### src/rtl/sub12u_0lb_pipe.sv
`timescale 1ns/1ps
// Approximate 12-bit subtractor: the low nibble passes through and only a borrow guess feeds the high byte.
// Two-stage valid/ready pipe (latency 2, one transfer per cycle), O holds while stalled. SUB12U_ERRMON_EN adds an error monitor.
module sub12u_0lb_pipe (
  input  logic        clk,
  input  logic        rst_n,
  input  logic        in_valid,
  output logic        in_ready,
  input  logic [11:0] A,
  input  logic [11:0] B,
  output logic        out_valid,
  input  logic        out_ready,
  output logic [12:0] O,
  input  logic        err_clr,
  output logic [3:0]  max_err,
  output logic [15:0] err_cnt
);

  typedef struct packed {
    logic [7:0] a_hi;
    logic [7:0] b_hi;
    logic [3:0] a_lo;
    logic       bin;
  } s1_t;

  logic        s1_valid;
  logic        s2_valid;
  s1_t         s1_dat;
  logic [12:0] o_dat;
  logic        s2_adv;
  logic        s1_adv;
  logic [8:0]  hi_diff;
  logic [12:0] o_next;

  assign s2_adv    = ~s2_valid | out_ready;
  assign s1_adv    = ~s1_valid | s2_adv;
  // The pipe is treated as empty while reset is held.
  assign in_ready  = ~rst_n | s1_adv;
  assign out_valid = s2_valid;
  assign O         = o_dat;

  // The 9-bit difference wraps modulo 256 and bit 8 is the borrow out.
  assign hi_diff = {1'b0, s1_dat.a_hi} - {1'b0, s1_dat.b_hi} - {8'd0, s1_dat.bin};
  assign o_next  = {hi_diff, s1_dat.a_lo};

  always_ff @(posedge clk) begin
    if (!rst_n) begin
      s1_valid <= 1'b0;
      s2_valid <= 1'b0;
      s1_dat   <= '0;
      o_dat    <= '0;
    end else begin
      if (s1_adv) begin
        s1_valid <= in_valid;
        if (in_valid)
          s1_dat <= '{a_hi: A[11:4], b_hi: B[11:4], a_lo: A[3:0], bin: B[3] & ~A[3]};
      end
      if (s2_adv) begin
        s2_valid <= s1_valid;
        if (s1_valid)
          o_dat <= o_next;
      end
    end
  end

`ifdef SUB12U_ERRMON_EN
  logic signed [12:0] s1_e;
  logic [3:0]         s2_err;
  logic [3:0]         max_q;
  logic [15:0]        cnt_q;
  logic signed [13:0] err_diff;
  logic [3:0]         err_next;
  logic               unused_diff_hi;

  // The approximation error never exceeds 15, so only the low nibble of the magnitude matters.
  assign err_diff       = $signed({o_next[12], o_next}) - $signed({s1_e[12], s1_e});
  assign err_next       = err_diff[13] ? (4'd0 - err_diff[3:0]) : err_diff[3:0];
  assign unused_diff_hi = ^err_diff[12:4];

  always_ff @(posedge clk) begin
    if (!rst_n) begin
      s1_e   <= '0;
      s2_err <= '0;
      max_q  <= '0;
      cnt_q  <= '0;
    end else begin
      if (s1_adv && in_valid)
        s1_e <= $signed({1'b0, A}) - $signed({1'b0, B});
      if (s2_adv && s1_valid)
        s2_err <= err_next;
      if (err_clr) begin
        max_q <= '0;
        cnt_q <= '0;
      end else if (s2_valid && out_ready) begin
        if (s2_err > max_q)
          max_q <= s2_err;
        if (s2_err != 4'd0 && cnt_q != 16'hFFFF)
          cnt_q <= cnt_q + 16'd1;
      end
    end
  end

  assign max_err = max_q;
  assign err_cnt = cnt_q;
`else
  logic unused_in;

  assign max_err   = '0;
  assign err_cnt   = '0;
  assign unused_in = ^{err_clr, B[2:0]};
`endif

endmodule

### config.mk
export PLATFORM = sky130hd
export DESIGN_NAME = sub12u_0lb_pipe
export DESIGN_NICKNAME = d
export VERILOG_FILES = /design/src/rtl/sub12u_0lb_pipe.sv
export SDC_FILE = /design/constraint.sdc
export NUM_CORES = 1
export LEC_CHECK = 0
export ABC_AREA = 1
export CAP_MARGIN = 20
export CORE_ASPECT_RATIO = 1.4
export CORE_MARGIN = 2
export CORE_UTILIZATION = 50
export DETAILED_ROUTE_END_ITERATION = 8
export HOLD_SLACK_MARGIN = 0.1
export PLACE_DENSITY = 0.88
export SYNTH_ARGS = -nofsm -noshare
export SYNTH_HDL_FRONTEND = slang
export SYNTH_SLANG_ARGS = --single-unit
### constraint.sdc
create_clock -name clk -period 3.32 [get_ports clk]
set_input_delay 0.332 -clock clk [delete_from_list [all_inputs] [get_ports clk]]
set_output_delay 0.332 -clock clk [all_outputs]
set_load 0.02 [all_outputs]
# Word-level counts from Yosys, hierarchy flattened
# Index checks and enable logic that the tools add are counted.
[classes]
add_sub_neg = 2
n_reduce_logical = 2
bitwise_logic = 8
[op_table]
columns = ["op", "n"]
rows = [
  ["$sub 8x8->9", 1],
  ["$sub 9x1->9", 1],
  ["$not 1->1", 4],
  ["$reduce_and 2->1", 2],
  ["$or 1x1->1", 3],
  ["$and 1x1->1", 1],
]
[word_totals]
register_bits = 36
in_bits = 29
elab_cells = 19
output_inout_bits = 35

# Logic depth before layout (Yosys ltp)
# Gate-level depths: netlist (run 1).
[logic_depth]
ltp_word = 4
depth_mapped = 13
ltp_nobuf = 13

# Worst setup path before layout (run 1)
# Ideal clock, no wire load.
[synth_timing]
path_type = "register to register"
startpoint = "register s1_dat[0] in the netlist's numbering"
endpoint = "register o_dat[7] (netlist: O[7])"
synth_period_minus_slack_ns = 1.766
setup_ns = 0.115
n_path_buf = 0
arrival_time_ns = 1.651
required_time_ns = 3.205
setup_slack_ns = 1.554
stages_incl_launch_ff = 10
cell_sequence = "dfxtp_1 -> inv_1 -> fa_1 -> inv_1 -> ha_1 -> o21ai_0 -> nand2_1 -> xor2_1 -> o21ai_0 -> inv_1"
[synth_via]
elab_chain_len = 1
[synth_rtl]
columns = ["item", "line_no", "text"]
rows = [
  ["start, declared", "28", "s1_t s1_dat;"],
  ["start signal, assigned", "56", "s1_dat <= '{a_hi: A[11:4], b_hi: B[11:4], a_lo: A[3:0], bin: B[3] & ~A[3]};"],
  ["$sub 9x1->9", "43", "assign hi_diff = {1'b0, s1_dat.a_hi} - {1'b0, s1_dat.b_hi} - {8'd0, s1_dat.bin};"],
  ["end signal, assigned", "61", "o_dat <= o_next;"],
  ["end, declared", "29", "logic [12:0] o_dat;"],
]
# Every way passes these cells.
# A chain may end at the register's enable or synchronous reset.

# Final worst setup path (run 1)
[layout_timing]
startpoint = "register s1_dat[0] in the netlist's numbering"
endpoint = "register o_dat[9] (netlist: O[9])"
# Same word-level chain as after synthesis.

==> results.yml, run 1 <==
placement:
  dp_cells: 345
  place_ws_ps: 1410
  place_congestion: 0.867
  io_buffers: 39
  place_hpwl_um: 2750
  dpl_cell_area_sq_um: 2340
sta:
  timing.setup.tns_ps: 0
  rsz0062_at_grt: "no"
  clock.fmax_mhz: 516
  setup_viol: 0
  slew_violations: 0
  final_hold_viol_count: 0
  fin_hold_ws_ps: 457
  fin_worst_skew_ps: 6.93
  finalCritPeriodShare_pct: 58.4
  setup_ws_ps: 1380
  period_needed_ps: 1940
setup_path:
  crit_chain: "inv_1, fa_1, inv_1, ha_1, o21ai_0, nand2_1, nand2_1, nand2_1, nand2_1, nand3_1, nand2_1, inv_1"
  critical_path_buf_inv_count: 3
  start_kind: "flip-flop"
  end_kind: "flip-flop"
  r2r_cells: 12
  path_depth: 12
  required_ps: 3520
  critical_path.max_fanout: 3
  cp_slowest_stage_delay_ps: 570
  crit_path_frequent_cell: "nand2_1"
  slowest_stage: "fa_1"
  worstSetupPathType: "reg -> reg"
  crit_family: "adder cells"
  worstPathArrival_ps: 2140
yosys:
  syn_area_per_cell_sq_um: 7.48
  synth-seq-area-share_pct: 35.6
  synth_mux_area_share_pct: 0
  syn_area_sq_um: 2030
  synth_edf_count: 0
  synth_compound_area_share_pct: 14.1
  synthSimpleGateAreaFrac_pct: 18.7
  synth-seq-cells: 36
  synth_top_family_by_area: "buffers and inverters"
  ys.flop_type: "dfxtp_1"
  synth_cell_type_count: 28
  synthArstFlopShare_pct: 0
  synth_xor_area_share_pct: 1.30
  synth_warnings: 0
  synthCells: 271
  synth_fa_ha_area_share_pct: 10.6
cts:
  cts_buffers: 5
  path_clk_slew_ps: 70
  ctsHoldBuffers: 0
  cts-root-buf: "clkbuf_8"
  tritoncts: "yes"
  clk_latency_ps: 290
  clock_tree.buffer_depth: 2
  cts.htree.levels: 2
  post_cts_buffers: 0
  cts_sinks: 36
  cts_resized: 0
floorplan:
  core_area_sq_um: 3920
  start_util_pct: 51.7
  die_h_um: 79.3
  ios: 64
  die_area_sq_um: 4590
  rows: 27
  fp.dieW_um: 57.8
routing:
  final_antenna_net_count: 0
  drc: 0
  dr.pass1.iters: 4
  wl_per_cell_um: 10.5
  dr.first_iter.drc_count: 31
  route.vias.total: 1660
  via_per_inst: 4.72
  wirelength_um: 3700
final_layout:
  antenna-diode-count: 0
  nets: 354
  drive_gt1_share_pct: 9.06
  final_util_pct: 61.6
  design_area_sq_um: 2410
  fin_cells: 352
  area_growth_syn_to_layout_pct: 19.1
grt:
  grt_pass1_wl_um: 6180
  antenna_found_initial: 0
  grt_max_degree: 34
  overflow: 0
  grt_usage_pct: 17.9
  grt_pass1_vias: 1564
pwr:
  power.total_mw: 1.09
  ir_worst_vdd_uv: 325
  power_density_nw_per_um2: 452
  leakage_nw: 1.17
run_status:
  outcome: "completed"
min_path:
  hold_path_class: "reg -> reg"
  hold_path_depth: 2
flow_run:
  cap_viol_max_count: 0
cell families after synthesis:
kind of cell,count (synthesis)
other,1
XOR/XNOR,3
AND/OR/NAND/NOR,90
AO/OA/AOI/OAI,48
flip-flops,36
buffers and inverters,77
adder cells (fa/ha/maj),16
tightest hold or removal path: stages (launching register included):
cell and delay [ps]:
dfxtp_1 300, inv_1 60, a21oi_1 60
flip-flops by register name (all words and copies together) (netlist names):
name / cells
O: 13
o_next: 4
out_valid: 1
s1_dat: 17
s1_valid: 1
synth_stat cells, types with 3 or more instances:
| cell type | n | area (sq um) |
|---|---|---|
| o21ai_1 | 8 | 40.0 |
| o21ai_0 | 19 | 95.1 |
| dfxtp_1 | 36 | 721 |
| nor2_1 | 41 | 154 |
| nand3_1 | 8 | 40.0 |
| a21oi_1 | 8 | 40.0 |
| buf_6 | 3 | 33.8 |
| buf_4 | 22 | 165 |
| inv_2 | 4 | 15.0 |
| inv_1 | 45 | 169 |
| nand2_1 | 34 | 128 |
| ha_1 | 14 | 175 |
| a21oi_2 | 9 | 78.8 |
layout make-up:
cell class	instances	area [sq um]
fill	360	1500
multi-input combinational	177	981
sequential	36	721
timing repair buffer	40	398
inverter	49	184
clock buffer	6	72.6
tap	43	53.8
clock inverter	1	5.00
path summary, 6_finish.rpt:
| kind | end | start | slack [ps] |
|---|---|---|---|
| worst max-delay path | O[9] | s1_dat[0] | 1380 |
| worst min-delay path | O[3] | o_next[3] | 460 |
| worst max register to register | O[9] | s1_dat[0] | 1380 |
| worst min register to register | O[3] | o_next[3] | 460 |
placed cells by master (no fill, tap or decap):
cell,count
clkbuf_8,5
nand2_2,1
nor2_1,41
nor2_2,1
a211oi_1,1
a21oi_1,8
or2_2,1
fa_1,2
o21ai_1,8
conb_1,20
buf_4,1
xor2_1,2
clkdlybuf4s50_1,39
a31oi_1,1
nand2_4,2
nand3_1,8
ha_1,14
o21ai_2,2
inv_1,45
a21oi_2,9
nand2_1,34
o21ai_0,19
clkbuf_1,1
xnor2_1,1
nand4_1,1
dfxtp_1,36
inv_2,4
clkinv_2,1
nand3_2,1
per-layer routing:
| metal | share of wire [%] | wire [um] | GRT usage (%) |
|---|---|---|---|
| met5 | 0 | 0 | 0 |
| met4 | 3.6 | 133 | 10.7 |
| met3 | 4.4 | 163 | 4.89 |
| met2 | 51 | 1880 | 32.5 |
| met1 | 41 | 1520 | 17.5 |
power by group:
part / total (mW) / switching, mW / internal (mW)
Clock: 0.293 / 0.151 / 0.142
Sequential: 0.482 / 0.0170 / 0.465
Combinational: 0.317 / 0.186 / 0.131
Note: power is estimated with default switching activity, not from simulation.
==> inputs of run 2 (changes only) <==
CORE_UTILIZATION = 46   (was 50)
PLACE_DENSITY = 0.82   (was 0.88)
clock period = 1.8 ns   (was 3.32 ns; I/O delays follow)
==> run 2 against run 1 <==
  * The flow now finishes with violations (negative setup slack)
  * Worst hold slack better by 11 ps
  * Clock skew fell by 3.2 ps
  * Wire length up 13%
  * Via count increased by 4.2%
  * Count of clock-buffer cells in the layout unchanged
  * Sequential cell count is the same
  * Critical path depth shrank 2
  * Highest routed layer unchanged
==> results.yml, run 2 (synthesized netlist as in run 1, its figures left out) <==
floorplan:
  fp.dieW_um: 60.1
  die_h_um: 82.5
  core_area_sq_um: 4240
  ios: 64
  start_util_pct: 47.8
  rows: 28
  die_area_sq_um: 4960
pwr:
  power_density_nw_per_um2: 882
  ir_worst_vdd_uv: 561
  pwr-share-seq_pct: 38.7
  pwr-share-clk_pct: 30.2
  p_comb_share_pct: 31.1
  leakage_nw: 1.21
  swShare_pct: 31.8
  power.total_mw: 2.30
  p_switching_mw: 0.732
  power.internal_mw: 1.57
sta:
  setup_viol: 3
  setup_ws_ps: -89.7
  final_hold_viol_count: 0
  slew_violations: 0
  clock.fmax_mhz: 529
  fin_worst_skew_ps: 3.75
  finalCritPeriodShare_pct: 105
  timing.setup.tns_ps: -172
  period_needed_ps: 1890
  rsz0062_at_grt: "yes"
cts:
  cts_sinks: 36
  path_clk_slew_ps: 70
  clk_latency_ps: 290
  cts.htree.levels: 2
  tritoncts: "yes"
  clock_tree.buffer_depth: 2
  cts_buffers: 5
  cts-root-buf: "clkbuf_8"
grt:
  overflow: 0
  grt_pass1_wl_um: 5980
  grt_max_degree: 28
  grt_usage_pct: 16.3
  grt_pass1_vias: 1481
  antenna_found_initial: 0
final_layout:
  drive_gt1_share_pct: 18.9
  mostFrequentLayoutCells: "inv_1, nor2_1, clkdlybuf4s50_1"
  antenna-diode-count: 0
  largest_register_ffs: 17
  n_fill_cell: 365
  largest_register: "s1_dat"
  area_growth_syn_to_layout_pct: 28.8
  nets: 356
placement:
  place_hpwl_um: 2830
  io_buffers: 39
  place_congestion: 0.858
  place_ws_ps: -156
routing:
  dr.pass1.iters: 4
  route.vias.total: 1730
  dr.first_iter.drc_count: 32
  final_antenna_net_count: 0
  wl_per_cell_um: 11.3
  via_per_inst: 4.65
  wirelength_um: 4200
  drc: 0
setup_path:
  start_kind: "flip-flop"
  required_ps: 1990
  critical_path.max_fanout: 3
  worstSetupPathType: "reg -> reg"
  end_kind: "flip-flop"
  worstPathArrival_ps: 2080
run_status:
  violations: "negative setup slack"
  outcome: "finished, violations left"
flow_run:
  cap_viol_max_count: 0
min_path:
  hold_path_class: "reg -> reg"
-- run 2: cell type report --
cell class                 count  area (sq um)  area share (%)
inverter                      49           184            7.04
sequential                    36           723            27.7
clock inverter                 2          35.0            1.34
multi-input combinational    177          1100            42.0
tap                           60          75.1            2.87
timing repair buffer          42           425            16.3
clock buffer                   6          72.6            2.78
-- run 2: what timing repair did --
| action | in CTS | in global routing |
|---|---|---|
| pin swaps | 7 | 12 |
| setup endpoints to repair | 5 | 6 |
| resized for setup | 6 | 26 |
| setup buffers | 0 | 1 |
| hold buffers | 0 | 0 |
| gates cloned | 0 | 0 |
-- run 2: power by group through the flow --
stage	Combinational, mW	Sequential, mW	Clock (mW)
6_report	0.715	0.892	0.696
5_1_grt	0.786	0.898	0.732
4_1_cts	0.596	0.891	0.706
3_5_place_dp	0.588	0.908	0
3_3_place_gp	0.570	0.905	0
2_1_floorplan	0.423	0.933	0
-- run 2: critical path: stages (launching register included) --
cell	delay, ps
dfxtp_2	330
inv_2	40
fa_2	580
inv_2	50
ha_4	150
o21ai_2	110
nand2_2	100
buf_4	150
xor2_1	130
o21ai_1	110
inv_1	40
-- run 2: final timing paths --
| check | start | end | slack (ps) | cells past startpoint |
|---|---|---|---|---|
| setup / recovery | s1_dat[0] | O[7] | -90 | 10 |
| hold / removal | s1_dat[17] | s1_dat[17] | 470 | 2 |
| setup reg to reg | s1_dat[0] | O[7] | -90 | 10 |
| hold reg to reg | s1_dat[17] | s1_dat[17] | 470 | 2 |
-- run 2: through the flow --
stage               instance area, sq um  utilization [%]  instances  hold slack, ps
floorplan                           2100                -        290             331
global placement                    2380             56.1        363             453
detailed placement                  2380             56.1        363             455
CTS                                 2490             58.8        371             468
global route                        2610             61.6        372             471
finish                              2610             61.6        372             468
-- run 2: per-layer routing --
layer  GRT usage (%)  up-vias  wire, um  part of all wire (%)
met5               0        -         0                     0
met4            11.3        0       189                   4.5
met3            5.14       15       211                   5.0
met2            28.6       57      2220                    53
met1            15.7      786      1580                    38
li1                -      872         -                     -
==> inputs of run 3 (changes only) <==
REMOVE_ABC_BUFFERS = 1   (was not set)
==> run 3 against run 2 <==
  * The flow still finishes with violations (negative setup slack)
  * Register-to-register slack better by 80 ps
  * Sequential cell count unchanged
  * Critical endpoint is now O[9]
  * Clock skew up 5.0 ps
  * Global-route usage up 0.35 points
  * Sequential share of layout area up 0.95 points
  * Count of clock-buffer cells in the layout down 1
  * Power down 3.6%
  * Die area unchanged
  * Combinational power down 13%
  * Design area down 3.3%
  * Wire length down 13%
==> results.yml, run 3 (synthesized netlist as in run 1, its figures left out) <==
flow_run:
  cap_viol_max_count: 0
cts:
  ctsHoldBuffers: 0
  post_cts_buffers: 0
  tritoncts: "yes"
  cts-root-buf: "clkbuf_8"
  cts.htree.levels: 2
  cts_buffers: 5
  clk_latency_ps: 300
  path_clk_slew_ps: 80
  clock_tree.buffer_depth: 2
  cts_sinks: 36
final_layout:
  mostFrequentLayoutCells: "inv_1, nor2_1, clkdlybuf4s50_1"
  final_util_pct: 59.6
  fin_cells: 371
  largest_register: "s1_dat"
  design_area_sq_um: 2520
  area_growth_syn_to_layout_pct: 24.6
  antenna-diode-count: 0
  final_common_cell: "inv_1"
  drive_gt1_share_pct: 14.8
  largest_register_ffs: 17
  nets: 355
grt:
  grt_pass1_vias: 1496
  grt_max_degree: 29
  grt_pass1_wl_um: 6080
  grt_usage_pct: 16.6
  overflow: 0
  antenna_found_initial: 0
setup_path:
  crit_path_frequent_cell: "nand2_2"
  worstPathArrival_ps: 2010
  worstSetupPathType: "reg -> reg"
  end_kind: "flip-flop"
  slowest_stage: "fa_1"
  start_kind: "flip-flop"
  required_ps: 2000
  r2r_cells: 12
  crit_chain: "inv_2, fa_1, inv_1, ha_2, o21ai_2, nand2_2, nand2_2, nand2_2, nand2_2, nand3_2, nand2_1, inv_1"
  critical_path.max_fanout: 3
  cp_slowest_stage_delay_ps: 550
sta:
  final_hold_viol_count: 0
  clock.fmax_mhz: 553
  timing.setup.tns_ps: -11.2
  fin_worst_skew_ps: 8.72
  setup_ws_ps: -9.64
  fin_hold_ws_ps: 458
  rsz0062_at_grt: "yes"
  finalCritPeriodShare_pct: 101
  setup_viol: 2
  slew_violations: 0
  period_needed_ps: 1810
pwr:
  power.total_mw: 2.22
  ir_worst_vdd_uv: 502
  power_density_nw_per_um2: 879
  leakage_nw: 1.20
placement:
  place_congestion: 0.845
  dpl_cell_area_sq_um: 2380
  dp_cells: 363
  place_hpwl_um: 2800
  place_ws_ps: -98.6
  io_buffers: 39
floorplan:
  core_area_sq_um: 4240
  fp.dieW_um: 60.1
  rows: 28
  die_h_um: 82.5
  start_util_pct: 47.8
  die_area_sq_um: 4960
  ios: 64
routing:
  wirelength_um: 3660
  via_per_inst: 4.48
  drc: 0
  route.vias.total: 1661
  final_antenna_net_count: 0
  wl_per_cell_um: 9.87
  dr.pass1.iters: 5
  dr.first_iter.drc_count: 16
min_path:
  hold_path_depth: 2
  hold_path_class: "reg -> reg"
run_status:
  violations: "negative setup slack"
  outcome: "finished, violations left"
[run 3: changes by cell type in the layout (fill, tap and decap cells not counted), moves of 2 or more]
cell	previous run	this run
ha_1	9	13
nand2_1	22	28
inv_1	41	43
inv_2	8	6
ha_4	5	0
nand2_2	12	7
[run 3: per-layer routing]
metal / track usage [%] / up-vias / wire (um)
met4: 8.67 / 0 / 79
met1: 16.3 / 721 / 1440
met5: 0 / - / 0
met2: 30.0 / 57 / 1930
met3: 5.76 / 9 / 207
li1: - / 874 / -
[run 3: layout make-up]
cell class	count	area, sq um
clock inverters	3	42.5
flip-flops and latches	36	723
inverters	49	184
fillers	392	1710
well taps	60	75.1
clock buffers	5	68.8
multi-input cells	177	1010
repair buffers	41	418
[run 3: worst paths after layout]
kind,start,end,slack [ps]
max,s1_dat[0],O[9],-10
min reg2reg,s1_dat[5],s1_dat[5],460
min,s1_dat[5],s1_dat[5],460
max reg2reg,s1_dat[0],O[9],-10
[run 3: power by group]
part / switching, mW / total, mW / internal, mW
registers: 0.0318 / 0.889 / 0.857
logic: 0.364 / 0.622 / 0.258
clock network: 0.300 / 0.709 / 0.410
total: 0.696 / 2.22 / 1.52
[run 3: critical path, delay by kind of cell (launching register included)]
| family | cells | cell delay (ps) |
|---|---|---|
| adder cells (fa/ha/maj) | 2 | 710 |
| buffers and inverters | 3 | 120 |
| flip-flops | 1 | 340 |
| AND/OR/NAND/NOR | 6 | 440 |
| AO/OA/AOI/OAI | 1 | 110 |
[run 3: repair_timing]
action                     CTS  global route
pin swaps                    9             8
setup endpoints to repair    5             6
resized for setup            9             8
